[src/rtl/seq_divider50_20_pkg.sv]
// Shared widths, FSM state type and divide-by-zero constant for the
// sequential 50/20-bit restoring divider.
package seq_divider50_20_pkg;

    localparam int unsigned DIVIDEND_W_DEF = 50;
    localparam int unsigned DIVISOR_W_DEF  = 20;
    localparam int unsigned CNT_W_DEF      = 6;

    typedef enum logic [1:0] {
        ST_IDLE = 2'd0,
        ST_RUN  = 2'd1,
        ST_DONE = 2'd2
    } state_e;

    localparam logic [DIVIDEND_W_DEF-1:0] QUOT_DIV0 = '1;

endpackage

[src/rtl/seq_divider50_20_unsigned_subtractor21.sv]
// Combinational ripple-borrow subtractor: diff = a - b, borrow set when a < b.
module unsigned_subtractor21 #(
    parameter int unsigned W = 21
) (
    input  logic [W-1:0] a,
    input  logic [W-1:0] b,
    output logic [W-1:0] diff,
    output logic         borrow
);

    logic carry;

    // a - b computed as a + ~b + 1; no carry out means a borrow occurred.
    always_comb begin
        diff  = '0;
        carry = 1'b1;
        for (int unsigned i = 0; i < W; i++) begin
            diff[i] = a[i] ^ ~b[i] ^ carry;
            carry   = (a[i] & ~b[i]) | (a[i] & carry) | (~b[i] & carry);
        end
        borrow = ~carry;
    end

endmodule

[src/rtl/seq_divider50_20.sv]
// Iterative unsigned restoring divider, one quotient bit per cycle, with
// valid/ready handshakes on operands and result.
module seq_divider50_20
    import seq_divider50_20_pkg::*;
#(
    parameter int unsigned DIVIDEND_W = DIVIDEND_W_DEF,
    parameter int unsigned DIVISOR_W  = DIVISOR_W_DEF,
    parameter int unsigned CNT_W      = CNT_W_DEF
) (
    input  logic                  clk,
    input  logic                  rst_n,
    input  logic                  in_valid,
    output logic                  in_ready,
    input  logic [DIVIDEND_W-1:0] dividend,
    input  logic [DIVISOR_W-1:0]  divisor,
    output logic                  out_valid,
    input  logic                  out_ready,
    output logic [DIVIDEND_W-1:0] quotient,
    output logic [DIVISOR_W-1:0]  remainder,
    output logic                  div_by_zero
);

    localparam logic [CNT_W-1:0] LAST_CNT = CNT_W'(DIVIDEND_W - 1);

    state_e                state_q, state_d;
    logic [DIVIDEND_W-1:0] q_q, q_d;
    logic [DIVISOR_W:0]    r_q, r_d;
    logic [DIVISOR_W-1:0]  d_q, d_d;
    logic [CNT_W-1:0]      cnt_q, cnt_d;
    logic                  in_ready_q, in_ready_d;
    logic                  out_valid_q, out_valid_d;
    logic [DIVIDEND_W-1:0] quotient_q, quotient_d;
    logic [DIVISOR_W-1:0]  remainder_q, remainder_d;
    logic                  div_by_zero_q, div_by_zero_d;

    logic [DIVISOR_W:0]    t;
    logic [DIVISOR_W:0]    s;
    logic [DIVISOR_W:0]    r_iter;
    logic                  borrow;
    logic                  qbit;

    // R < D after every step, so the top bit of R never feeds the next shift.
    logic unused_r_msb;
    assign unused_r_msb = r_q[DIVISOR_W];

    assign t = {r_q[DIVISOR_W-1:0], q_q[DIVIDEND_W-1]};

    unsigned_subtractor21 #(
        .W (DIVISOR_W + 1)
    ) u_sub (
        .a      (t),
        .b      ({1'b0, d_q}),
        .diff   (s),
        .borrow (borrow)
    );

    assign qbit   = ~borrow;
    assign r_iter = borrow ? t : s;

    always_comb begin
        state_d       = state_q;
        q_d           = q_q;
        r_d           = r_q;
        d_d           = d_q;
        cnt_d         = cnt_q;
        in_ready_d    = in_ready_q;
        out_valid_d   = out_valid_q;
        quotient_d    = quotient_q;
        remainder_d   = remainder_q;
        div_by_zero_d = div_by_zero_q;

        case (state_q)
            ST_IDLE: begin
                if (in_valid && in_ready_q) begin
                    q_d           = dividend;
                    r_d           = '0;
                    d_d           = divisor;
                    cnt_d         = '0;
                    in_ready_d    = 1'b0;
                    div_by_zero_d = 1'b0;
                    if (divisor == '0) begin
                        state_d       = ST_DONE;
                        out_valid_d   = 1'b1;
                        quotient_d    = DIVIDEND_W'(QUOT_DIV0);
                        remainder_d   = '0;
                        div_by_zero_d = 1'b1;
                    end else begin
                        state_d = ST_RUN;
                    end
                end
            end

            ST_RUN: begin
                r_d   = r_iter;
                q_d   = {q_q[DIVIDEND_W-2:0], qbit};
                cnt_d = cnt_q + CNT_W'(1);
                if (cnt_q == LAST_CNT) begin
                    state_d     = ST_DONE;
                    out_valid_d = 1'b1;
                    quotient_d  = {q_q[DIVIDEND_W-2:0], qbit};
                    remainder_d = r_iter[DIVISOR_W-1:0];
                end
            end

            ST_DONE: begin
                if (out_ready) begin
                    state_d     = ST_IDLE;
                    out_valid_d = 1'b0;
                    in_ready_d  = 1'b1;
                end
            end

            default: begin
                state_d     = ST_IDLE;
                in_ready_d  = 1'b1;
                out_valid_d = 1'b0;
            end
        endcase
    end

    always_ff @(posedge clk or negedge rst_n) begin
        if (!rst_n) begin
            state_q       <= ST_IDLE;
            q_q           <= '0;
            r_q           <= '0;
            d_q           <= '0;
            cnt_q         <= '0;
            in_ready_q    <= 1'b1;
            out_valid_q   <= 1'b0;
            quotient_q    <= '0;
            remainder_q   <= '0;
            div_by_zero_q <= 1'b0;
        end else begin
            state_q       <= state_d;
            q_q           <= q_d;
            r_q           <= r_d;
            d_q           <= d_d;
            cnt_q         <= cnt_d;
            in_ready_q    <= in_ready_d;
            out_valid_q   <= out_valid_d;
            quotient_q    <= quotient_d;
            remainder_q   <= remainder_d;
            div_by_zero_q <= div_by_zero_d;
        end
    end

    assign in_ready    = in_ready_q;
    assign out_valid   = out_valid_q;
    assign quotient    = quotient_q;
    assign remainder   = remainder_q;
    assign div_by_zero = div_by_zero_q;

endmodule

[config.mk]
export PLATFORM = sky130hd
export DESIGN_NAME = seq_divider50_20
export DESIGN_NICKNAME = d
export VERILOG_FILES = /design/src/rtl/seq_divider50_20_pkg.sv /design/src/rtl/seq_divider50_20_unsigned_subtractor21.sv /design/src/rtl/seq_divider50_20.sv
export SDC_FILE = /design/constraint.sdc
export NUM_CORES = 1
export LEC_CHECK = 0
export BUFFER_PORTS_ARGS = -buffer_cell sky130_fd_sc_hd__buf_2
export CORE_MARGIN = 1.5
export CORE_UTILIZATION = 29
export CTS_BUF_LIST = sky130_fd_sc_hd__clkbuf_4
export DETAILED_ROUTE_END_ITERATION = 7
export GPL_TIMING_DRIVEN = 1
export HOLD_SLACK_MARGIN = 0.03
export MAX_ROUTING_LAYER = met4
export PLACE_DENSITY = 0.57
export SKIP_LAST_GASP = 1
export SYNTH_ARGS = -nofsm -noshare
export SYNTH_HDL_FRONTEND = slang
export SYNTH_SLANG_ARGS = --single-unit
[constraint.sdc]
create_clock -name clk -period 21.4 [get_ports clk]
set_input_delay 2.14 -clock clk [delete_from_list [all_inputs] [get_ports clk]]
set_output_delay 2.14 -clock clk [all_outputs]
set_load 0.05 [all_outputs]
==> metrics.yaml, run 1 <==
ys_types: 41
grt_pass1_vias: 6445
max_stage_delay_ns: 0.73
path_buf_inv: 2
root_buffer: "clkbuf_4"
path_common_cell: "fa_1"
fmax_mhz: 104.6
final_area_mm2: 0.009674
wire_per_inst_um: 16.37
insertion_delay_ns: 0.59
die_width_um: 172.4
slowest_stage: "fa_1"
cts_sinks: 171
cts-buffers-inserted: 17
placed_area_mm2: 0.009388
critPathMaxFanout: 22
tritoncts: "yes"
grt_pass1_wl_mm: 35.69
clock_path_buffers: 2
areaGrowthSynthToFinish_pct: 16.24
ir_drop_v: 0.00005513
die_h_um: 172.4
rsz0062_at_grt: "no"
drtPass1Iterations: 4
cp-end-kind: "flop"
p_int_uw: 650.4
fin_nets: 1076
period_share_pct: 44.67
vias: 6463
core-area_mm2: 0.02801
drcViolationCount: 0
avgViaCountPerCell: 4.700
critPathTopFamily: "adder cells"
mappedNetlistArea_mm2: 0.008323
arrival_ns: 10.03
synth_edf_count: 0
grt_max_degree: 77
period_minus_slack_ns: 9.560
relSlewSlack_pct: 29.02
power_frac_clock_pct: 16.8
hold_ws_ns: 0.4972
dieArea_mm2: 0.02973
fillers: 2887
switching_share_pct: 42.77
pwr-share-seq_pct: 42.4
clock_skew_ns: 0.02775
postSynthNetCount: 964
num_rows: 61
dominantRegCellSynth: "dfrtp_1"
initial_core_util_pct: 29.71
drt-total-wl_mm: 22.52
yosys_warnings: 0
globalRouteOverflowTotal: 0
multiInputGateArea_mm2: 0.003731
antenna_found_initial: 4
netlist_instances: 868
setup_viol: 0
holdBufCountCts: 0
status: "finished, final reports clean"
layout_commonest_cell: "nor2_1"
hold_violations: 0
p_leak_uw: 0.004188
crit_path_start_kind: "flop"
slew_violations: 0
worst_slew_pin_slew_ns: 1.065
synth_seq_cells: 171
seqCellArea_mm2: 0.004282
path_clk_slew_ns: 0.15
hold_path.class: "reg2reg"
grt_use_total_pct: 16.12
finalPower_uw: 1137
fin_tns_setup_ns: 0
power_density_mw_per_mm2: 117.5
post-cts-setup-buffers: 0
yosysSeqAreaShare_pct: 51.43
boundaryPins: 147
p_sw_uw: 486.2
dp_hpwl_mm: 14.28
postCtsResizedCells: 0
ant_nets: 0
critPathRequiredTime_ns: 21.87
htreeDepth: 4
async_reset_ff_share_pct: 100.0
maxCapViolCount: 0
comb_power_share_pct: 40.8
layout_common_cells: "254 x nor2_1, 169 x dfrtp_1, 145 x buf_2, 68 x nand2_1, 50 x o22ai_1"
drtIter0Drc: 462
syn_avg_cell_area_um2: 9.589
path_class: "reg2reg"
drive_gt1_share_pct: 24.67
gp_congestion: 0.7705
port_buffers: 146
[sequential cells by signal, summed over array words and instances (netlist names)]
name,cells
quotient,50
in_ready,1
remainder,20
div_by_zero,1
cnt_q,6
state_q,2
out_valid,1
d_q,20
r_q,20
q_q,50
[metrics by stage]
step                      utilization, %  setup slack [ns]  cells
final                              34.54             11.84   1375
after CTS                          34.50             11.81   1371
after floorplan                        -             12.89    868
after global routing               34.54             11.42   1375
after global placement             33.52             11.94   1339
after detailed placement           33.52             11.78   1339
[power by group through the flow]
stage / combinational, uW / clock [uW] / sequential, uW
after floorplan: 346 / 0 / 478
after global placement: 463 / 0 / 487
after detailed placement: 469 / 0 / 488
after CTS: 471 / 198 / 481
after global routing: 527 / 211 / 494
final: 464 / 191 / 481
[cells in the mapped netlist (2+ instances only)]
cell | instances | share of area, %
nand2_1 | 68 | 3.1
nor2_1 | 255 | 12
nor3_1 | 20 | 1.2
a31oi_1 | 2 | 0.15
or2_1 | 2 | 0.15
a21o_1 | 20 | 1.8
fa_1 | 19 | 4.6
o21ai_1 | 21 | 1.3
mux2i_1 | 20 | 2.4
buf_4 | 2 | 0.18
nand2b_1 | 21 | 1.6
a211oi_2 | 49 | 7.4
o22ai_1 | 50 | 3.8
clkbuf_1 | 40 | 1.8
nand3_1 | 4 | 0.24
ha_1 | 3 | 0.45
xnor2_1 | 2 | 0.21
buf_1 | 12 | 0.54
buf_2 | 9 | 0.54
a211oi_1 | 20 | 1.8
dfrtp_1 | 170 | 51
inv_1 | 24 | 1.1
a21oi_1 | 7 | 0.42
nor4_1 | 6 | 0.45
o21ai_0 | 6 | 0.36
[routing by layer]
metal  global-route usage, %  part of all wire (%)  vias to the layer above
met2                   24.91                    47                      109
met4                   5.406                   1.9                        0
met1                   20.86                    47                     3155
li1                        -                     -                     3175
met3                   3.662                   4.1                       24
met5                       -                     0                        -
[kinds of logic (layout without fill, tap and decap cells)]
logic type      Yosys count  after routing  synth area share, %
simple gates            384            384                18.96
compound gates          181            181                17.72
flops                   171            171                51.43
buf+inv                  87            212                4.149
fa+ha+maj                22             22                5.021
mux                      20             20                2.405
xor+xnor                  3              3               0.3158
other cells               0              4                    0
[final cells by class]
cell class,instances,share of cell area (%)
multi-input cells,610,38.57
clock buffers,17,1.319
flip-flops and latches,171,44.26
clock inverters,15,1.539
diodes,4,0.1035
inverters,24,0.9312
well taps,378,4.889
repair buffers,156,8.394
[tightest hold or removal path, delay by kind of cell (launching register included)]
family,cells,cell delay [ns]
flops,1,0.37
simple gates,2,0.11
[final timing paths]
kind | startpoint | to | slack [ns] | cells past startpoint
worst max-delay path | q_q[49] | remainder[17] | 11.84 | 26
worst min-delay path | d_q[0] | d_q[0] | 0.50 | 2
worst max register to register | q_q[49] | remainder[17] | 11.84 | 26
worst min register to register | d_q[0] | d_q[0] | 0.50 | 2
max in group asynchronous | rst_n | r_q[5] | 18.56 | 2
min in group asynchronous | rst_n | d_q[17] | 1.48 | 1
Note: power is estimated with default switching activity, not from simulation.
==> run 2, diff against run 1 <==
- ABC_AREA: unset -> 1
- clock period: 21.4 -> 9.5 ns (I/O delays scaled with it)
==> run 2 against run 1 <==
  * Global-route usage is 1.5 points lower
  * Non-clock buffer count unchanged
  * Worst setup slack lost 11 ns
  * Final cell count down 1.8%
  * Synthesized cell count rose by 1.5%
  * Register-to-register slack worse by 11 ns
  * Via count decreased by 5.0%
  * Count of clock-buffer cells in the layout unchanged
  * Die area is 6.0% lower
  * Sequential share of layout area grew 2.8 points
  * Final area is 6.0% lower
  * Critical endpoint is now remainder[3]
  * Largest cell class unchanged
==> metrics.yaml, run 2 <==
status: "finished, final reports clean"  # unchanged
path_common_cell: "fa_1"  # unchanged
globalRouteOverflowTotal: 0  # unchanged
grt_pass1_vias: 6176  # was 6445
yosys.area.top_type: "dfrtp_1"  # unchanged
tritoncts: "yes"  # unchanged
period_share_pct: 93.93  # was 44.67%
hold_path.class: "in2async"  # was reg2reg
fin_tns_setup_ns: 0  # unchanged
async_reset_ff_share_pct: 100.0  # unchanged
drive_gt1_share_pct: 19.13  # was 24.67%
num_rows: 59  # was 61
dominantRegCellSynth: "dfrtp_1"  # unchanged
syn_avg_cell_area_um2: 8.872  # was 9.589 um2
mappedNetlistArea_mm2: 0.007816  # was 0.008323 mm2
fmax_mhz: 112.1  # was 104.6 MHz
layout_common_cells: "271 x nand2_1, 170 x dfrtp_1, 145 x buf_2, 85 x inv_1, 81 x o21ai_0"  # was 254 x nor2_1, 169 x dfrtp_1, 145 x buf_2, 68 x nand2_1, 50 x o22ai_1
layout_commonest_cell: "nand2_1"  # was nor2_1
netlist_instances: 881  # was 868
initial_core_util_pct: 29.74  # was 29.71%
grt_pass1_wl_mm: 32.01  # was 35.69 mm
yosysSeqAreaShare_pct: 54.76  # was 51.43%
vias: 6137  # was 6463
synth_common_cells: "274 x nand2_1, 170 x dfrtp_1, 85 x inv_1"  # was 255 x nor2_1, 170 x dfrtp_1, 68 x nand2_1
hold_violations: 0  # unchanged
clock_path_buffers: 2  # unchanged
cts-buffers-inserted: 17  # unchanged
gp_congestion: 0.7615  # was 0.7705
boundaryPins: 147  # unchanged
pre_cts_ws_ns: 0.6123  # was 11.78 ns
drtIter0Drc: 445  # was 462
critPathRequiredTime_ns: 9.98  # was 21.87 ns
drt-total-wl_mm: 19.06  # was 22.52 mm
path_clk_slew_ns: 0.15  # about the same
drtPass1Iterations: 4  # unchanged
fin_nets: 1097  # was 1076
critPathMaxFanout: 26  # was 22
dp_cells: 1317  # was 1339
slowest_stage: "fa_1"  # unchanged
port_buffers: 146  # unchanged
clock_skew_ns: 0.02631  # was 0.02775 ns
avgViaCountPerCell: 4.546  # was 4.700
setup_viol: 0  # unchanged
insertion_delay_ns: 0.55  # was 0.59 ns
cp-end-kind: "flop"  # unchanged
period_minus_slack_ns: 8.923  # was 9.560 ns
cts_sinks: 171  # unchanged
htreeDepth: 4  # unchanged
worst_slack_ns: 0.5766  # was 11.84 ns
worst_slew_pin_slew_ns: 0.9861  # was 1.065 ns
yosys_warnings: 0  # unchanged
drcViolationCount: 0  # unchanged
slew_violations: 0  # unchanged
dp_hpwl_mm: 12.22  # was 14.28 mm
maxCapViolCount: 0  # unchanged
cp-startpoint: "q_q[49]"  # unchanged
max_stage_delay_ns: 0.42  # was 0.73 ns
path_class: "reg2reg"  # unchanged
die_h_um: 167.2  # was 172.4 um
core-area_mm2: 0.02628  # was 0.02801 mm2
grt_max_degree: 103  # was 77
ys_types: 24  # was 41
dieArea_mm2: 0.02795  # was 0.02973 mm2
synth_top_area_share_pct: 54.43  # was 51.11%
fillers: 2759  # was 2887
rsz0062_at_grt: "no"  # unchanged
synthTopCellsByArea: "dfrtp_1 54%, nand2_1 13%, o21ai_0 5.2%, fa_1 4.9%, nand3_1 4.7%"  # was dfrtp_1 51%, nor2_1 12%, a211oi_2 7.4%, fa_1 4.6%, o22ai_1 3.8%
synth_edf_count: 0  # unchanged
post-cts-setup-buffers: 0  # unchanged
crit_path_start_kind: "flop"  # unchanged
wire_per_inst_um: 14.12  # was 16.37 um
synth_seq_cells: 171  # unchanged
synth_most_common_cell: "nand2_1"  # was nor2_1
die_width_um: 167.2  # was 172.4 um
final_cells: 1350  # was 1375
rr_startpoint: "q_q[49]"  # unchanged
grt_use_total_pct: 14.67  # was 16.12%
holdBufCountCts: 0  # unchanged
antenna_found_initial: 2  # was 4
arrival_ns: 9.41  # was 10.03 ns
postCtsResizedCells: 0  # unchanged
ant_nets: 0  # unchanged
relSlewSlack_pct: 34.26  # was 29.02%
root_buffer: "clkbuf_4"  # unchanged
areaGrowthSynthToFinish_pct: 16.39  # was 16.24%
postSynthNetCount: 977  # was 964
[run 2: per-stage QoR]
step | hold slack, ns | area, um2 | utilization, %
6_report | 0.4606 | 9097 | 34.62
5_1_grt | 0.5010 | 9097 | 34.62
4_1_cts | 0.4895 | 9095 | 34.61
3_5_place_dp | 0.4535 | 8827 | 33.59
3_3_place_gp | 0.4499 | 8827 | 33.59
2_1_floorplan | 0.4498 | 7816 | -
[run 2: path summary, 6_finish.rpt]
kind	end	slack (ns)	cells after the start
min in group clk	quotient[18]	0.48	2
max	remainder[3]	0.58	29
min	remainder[3]	0.46	1
max reg2reg	remainder[3]	0.58	29
max in group asynchronous	q_q[24]	7.57	2
min reg2reg	quotient[18]	0.48	2
[run 2: area by class of cell]
type | count | area, um2 | area share, %
clock buffers | 17 | 127.6 | 1.403
well taps | 335 | 419.2 | 4.607
flip-flops and latches | 171 | 4280 | 47.05
multi-input cells | 568 | 2989 | 32.86
clock inverters | 15 | 140.1 | 1.540
repair buffers | 156 | 812.0 | 8.926
inverters | 87 | 326.6 | 3.590
diodes | 1 | 2.502 | 0.02751
[run 2: critical path: cells and delay by family, from the launching register on]
| family | cells | cell delay [ns] |
|---|---|---|
| compound gates | 2 | 0.32 |
| fa+ha+maj | 20 | 7.47 |
| buf+inv | 4 | 0.43 |
| flops | 1 | 0.37 |
| simple gates | 3 | 0.27 |
[run 2: cell families (layout without fill, tap and decap cells)]
family | count (synthesis) | after routing | synth area share, %
AOI/OAI and AO/OA | 172 | 172 | 13.24
buffers and inverters | 142 | 275 | 7.252
adders and majority gates | 22 | 22 | 5.347
and+or+nand+nor | 372 | 372 | 19.18
other | 0 | 1 | 0
DFF | 171 | 171 | 54.76
xor gates and xnor gates | 2 | 2 | 0.2241
[run 2: metal layers]
layer | up-vias | wire length [um] | track usage (%)
met4 | 0 | 97 | 2.820
met2 | 123 | 8756 | 22.18
met3 | 4 | 762 | 2.883
met1 | 2921 | 9440 | 20.56
li1 | 3089 | - | -
met5 | - | 0 | -
Power of run 2 is not shown: default switching activity piles up to over one toggle a cycle in this logic, so the estimate is an artifact.
==> run 3, diff against run 2 <==
- CTS_BUF_LIST: sky130_fd_sc_hd__clkbuf_4 -> sky130_fd_sc_hd__clkbuf_4 sky130_fd_sc_hd__clkbuf_8
==> run 3 against run 2 <==
  * Sequential cell count unchanged
  * Critical path depth unchanged
  * First-iteration DRC count up 1.8%
  * Die area unchanged
  * Sequential share of layout area down 0.58 points
  * Utilization up 0.43 points
  * Clock skew down 0.012 ns
  * Global-route usage up 0.11 points
  * Fmax down 0.22%
  * Count of clock-buffer cells in the layout up 1
  * Critical endpoint is now remainder[2]
  * Largest cell class unchanged
  * Highest routed layer unchanged
==> metrics.yaml, run 3 (synthesis results as in run 2) <==
rr_startpoint: "q_q[49]"  # unchanged
dieArea_mm2: 0.02795  # unchanged
hold_path.class: "reg2reg"  # was in2async
postCtsResizedCells: 0  # unchanged
arrival_ns: 9.33  # was 9.41 ns
dp_hpwl_mm: 12.22  # unchanged
root_buffer: "clkbuf_8"  # was clkbuf_4
diodes: 0  # was 1
boundaryPins: 147  # unchanged
grt_pass1_wl_mm: 32.15  # was 32.01 mm
period_share_pct: 94.14  # was 93.93%
drt-total-wl_mm: 19.18  # was 19.06 mm
fmax_mhz: 111.8  # was 112.1 MHz
worst_slew_pin_slew_ns: 0.9852  # was 0.9861 ns
path_common_cell: "fa_1"  # unchanged
cp-end-kind: "flop"  # unchanged
port_buffers: 146  # unchanged
fillers: 2744  # was 2759
slowest_stage: "fa_1"  # unchanged
initial_core_util_pct: 29.74  # unchanged
path_class: "reg2reg"  # unchanged
hold_violations: 0  # unchanged
grt_max_degree: 103  # unchanged
fin_tns_setup_ns: 0  # unchanged
crit_path_start_kind: "flop"  # unchanged
clock_path_buffers: 2  # unchanged
maxCapViolCount: 0  # unchanged
avgViaCountPerCell: 4.557  # was 4.546
cts-buffers-inserted: 17  # unchanged
max_stage_delay_ns: 0.42  # about the same
r2r_setup_slack_ns: 0.56  # was 0.58 ns
worstReg2RegEnd: "remainder[2]"  # was remainder[3]
critPathMaxFanout: 26  # unchanged
tritoncts: "yes"  # unchanged
ant_nets: 0  # unchanged
vias: 6147  # was 6137
drcViolationCount: 0  # unchanged
path_clk_slew_ns: 0.10  # was 0.15 ns
crit_path_end: "remainder[2]"  # was remainder[3]
fin_nets: 1097  # unchanged
antenna_found_initial: 1  # was 2
hold_depth: 2
slew_violations: 0  # unchanged
clock_skew_ns: 0.01476  # was 0.02631 ns
drtIter0Drc: 453  # was 445
insertion_delay_ns: 0.45  # was 0.55 ns
post-cts-setup-buffers: 0  # unchanged
wire_per_inst_um: 14.22  # was 14.12 um
areaGrowthSynthToFinish_pct: 17.85  # was 16.39%
num_rows: 59  # unchanged
holdBufCountCts: 0  # unchanged
die_width_um: 167.2  # unchanged
grt_use_total_pct: 14.78  # was 14.67%
gp_congestion: 0.7615  # unchanged
critPathRequiredTime_ns: 9.89  # was 9.98 ns
htreeDepth: 4  # unchanged
cts_sinks: 171  # unchanged
core-area_mm2: 0.02628  # unchanged
status: "finished, final reports clean"  # unchanged
drtPass1Iterations: 4  # unchanged
period_minus_slack_ns: 8.944  # was 8.923 ns
globalRouteOverflowTotal: 0  # unchanged
rsz0062_at_grt: "no"  # unchanged
die_h_um: 167.2  # unchanged
relSlewSlack_pct: 34.32  # was 34.26%
drive_gt1_share_pct: 19.23  # was 19.13%
grt_pass1_vias: 6205  # was 6176
layout_common_cells: "271 x nand2_1, 170 x dfrtp_1, 145 x buf_2, 85 x inv_1, 81 x o21ai_0"  # unchanged
layout_commonest_cell: "nand2_1"  # unchanged
reg2regPathDepth: 29  # unchanged
setup_viol: 0  # unchanged
cp-startpoint: "q_q[49]"  # unchanged
-- run 3: cell types whose count changed in the layout (fill, tap and decap cells not counted), sizes merged --
cell    delta
diode      -1
clkbuf     +1
clkinv     -1
-- run 3: metal layers --
metal	global-route usage (%)	vias to the layer above	part of all wire (%)
li1	-	3083	-
met1	20.59	2925	51
met2	22.30	129	45
met3	3.096	10	3.9
met4	2.938	0	0.76
met5	-	-	0
-- run 3: worst min path at each step --
stage | endpoint | start
2_1_floorplan | q_q[1] | q_q[1]
3_3_place_gp | quotient[18] | quotient[18]
3_5_place_dp | quotient[39] | quotient[39]
4_1_cts | quotient[39] | quotient[39]
5_1_grt | quotient[22] | quotient[22]
6_report | quotient[18] | quotient[18]
-- run 3: worst max-delay path: cells and delay by family, from the launching register on --
family,cells,cell delay [ns]
compound gates,2,0.32
flops,1,0.35
fa+ha+maj,20,7.49
simple gates,3,0.27
buf+inv,4,0.43
-- run 3: metrics by stage --
stage,hold WS (ns),worst slack [ns],cells,instance area [um2],util [%]
after global placement,0.4499,0.7440,1317,8827,33.59
final,0.4716,0.5564,1349,9211,35.05
after floorplan,0.4498,1.126,881,7816,-
after CTS,0.4781,0.5614,1349,9211,35.05
after global routing,0.4894,0.1736,1349,9211,35.05
after detailed placement,0.4535,0.6123,1317,8827,33.59
-- run 3: area by class of cell --
cell class	count	area [um2]	area share [%]
Sequential cell	171	4280	46.47
Multi-Input combinational cell	568	2989	32.45
Timing Repair Buffer	156	812.0	8.816
Tap cell	335	419.2	4.550
Inverter	87	326.6	3.545
Clock buffer	18	247.7	2.689
Clock inverter	14	136.4	1.481
Power of run 3 is left out for the same reason.
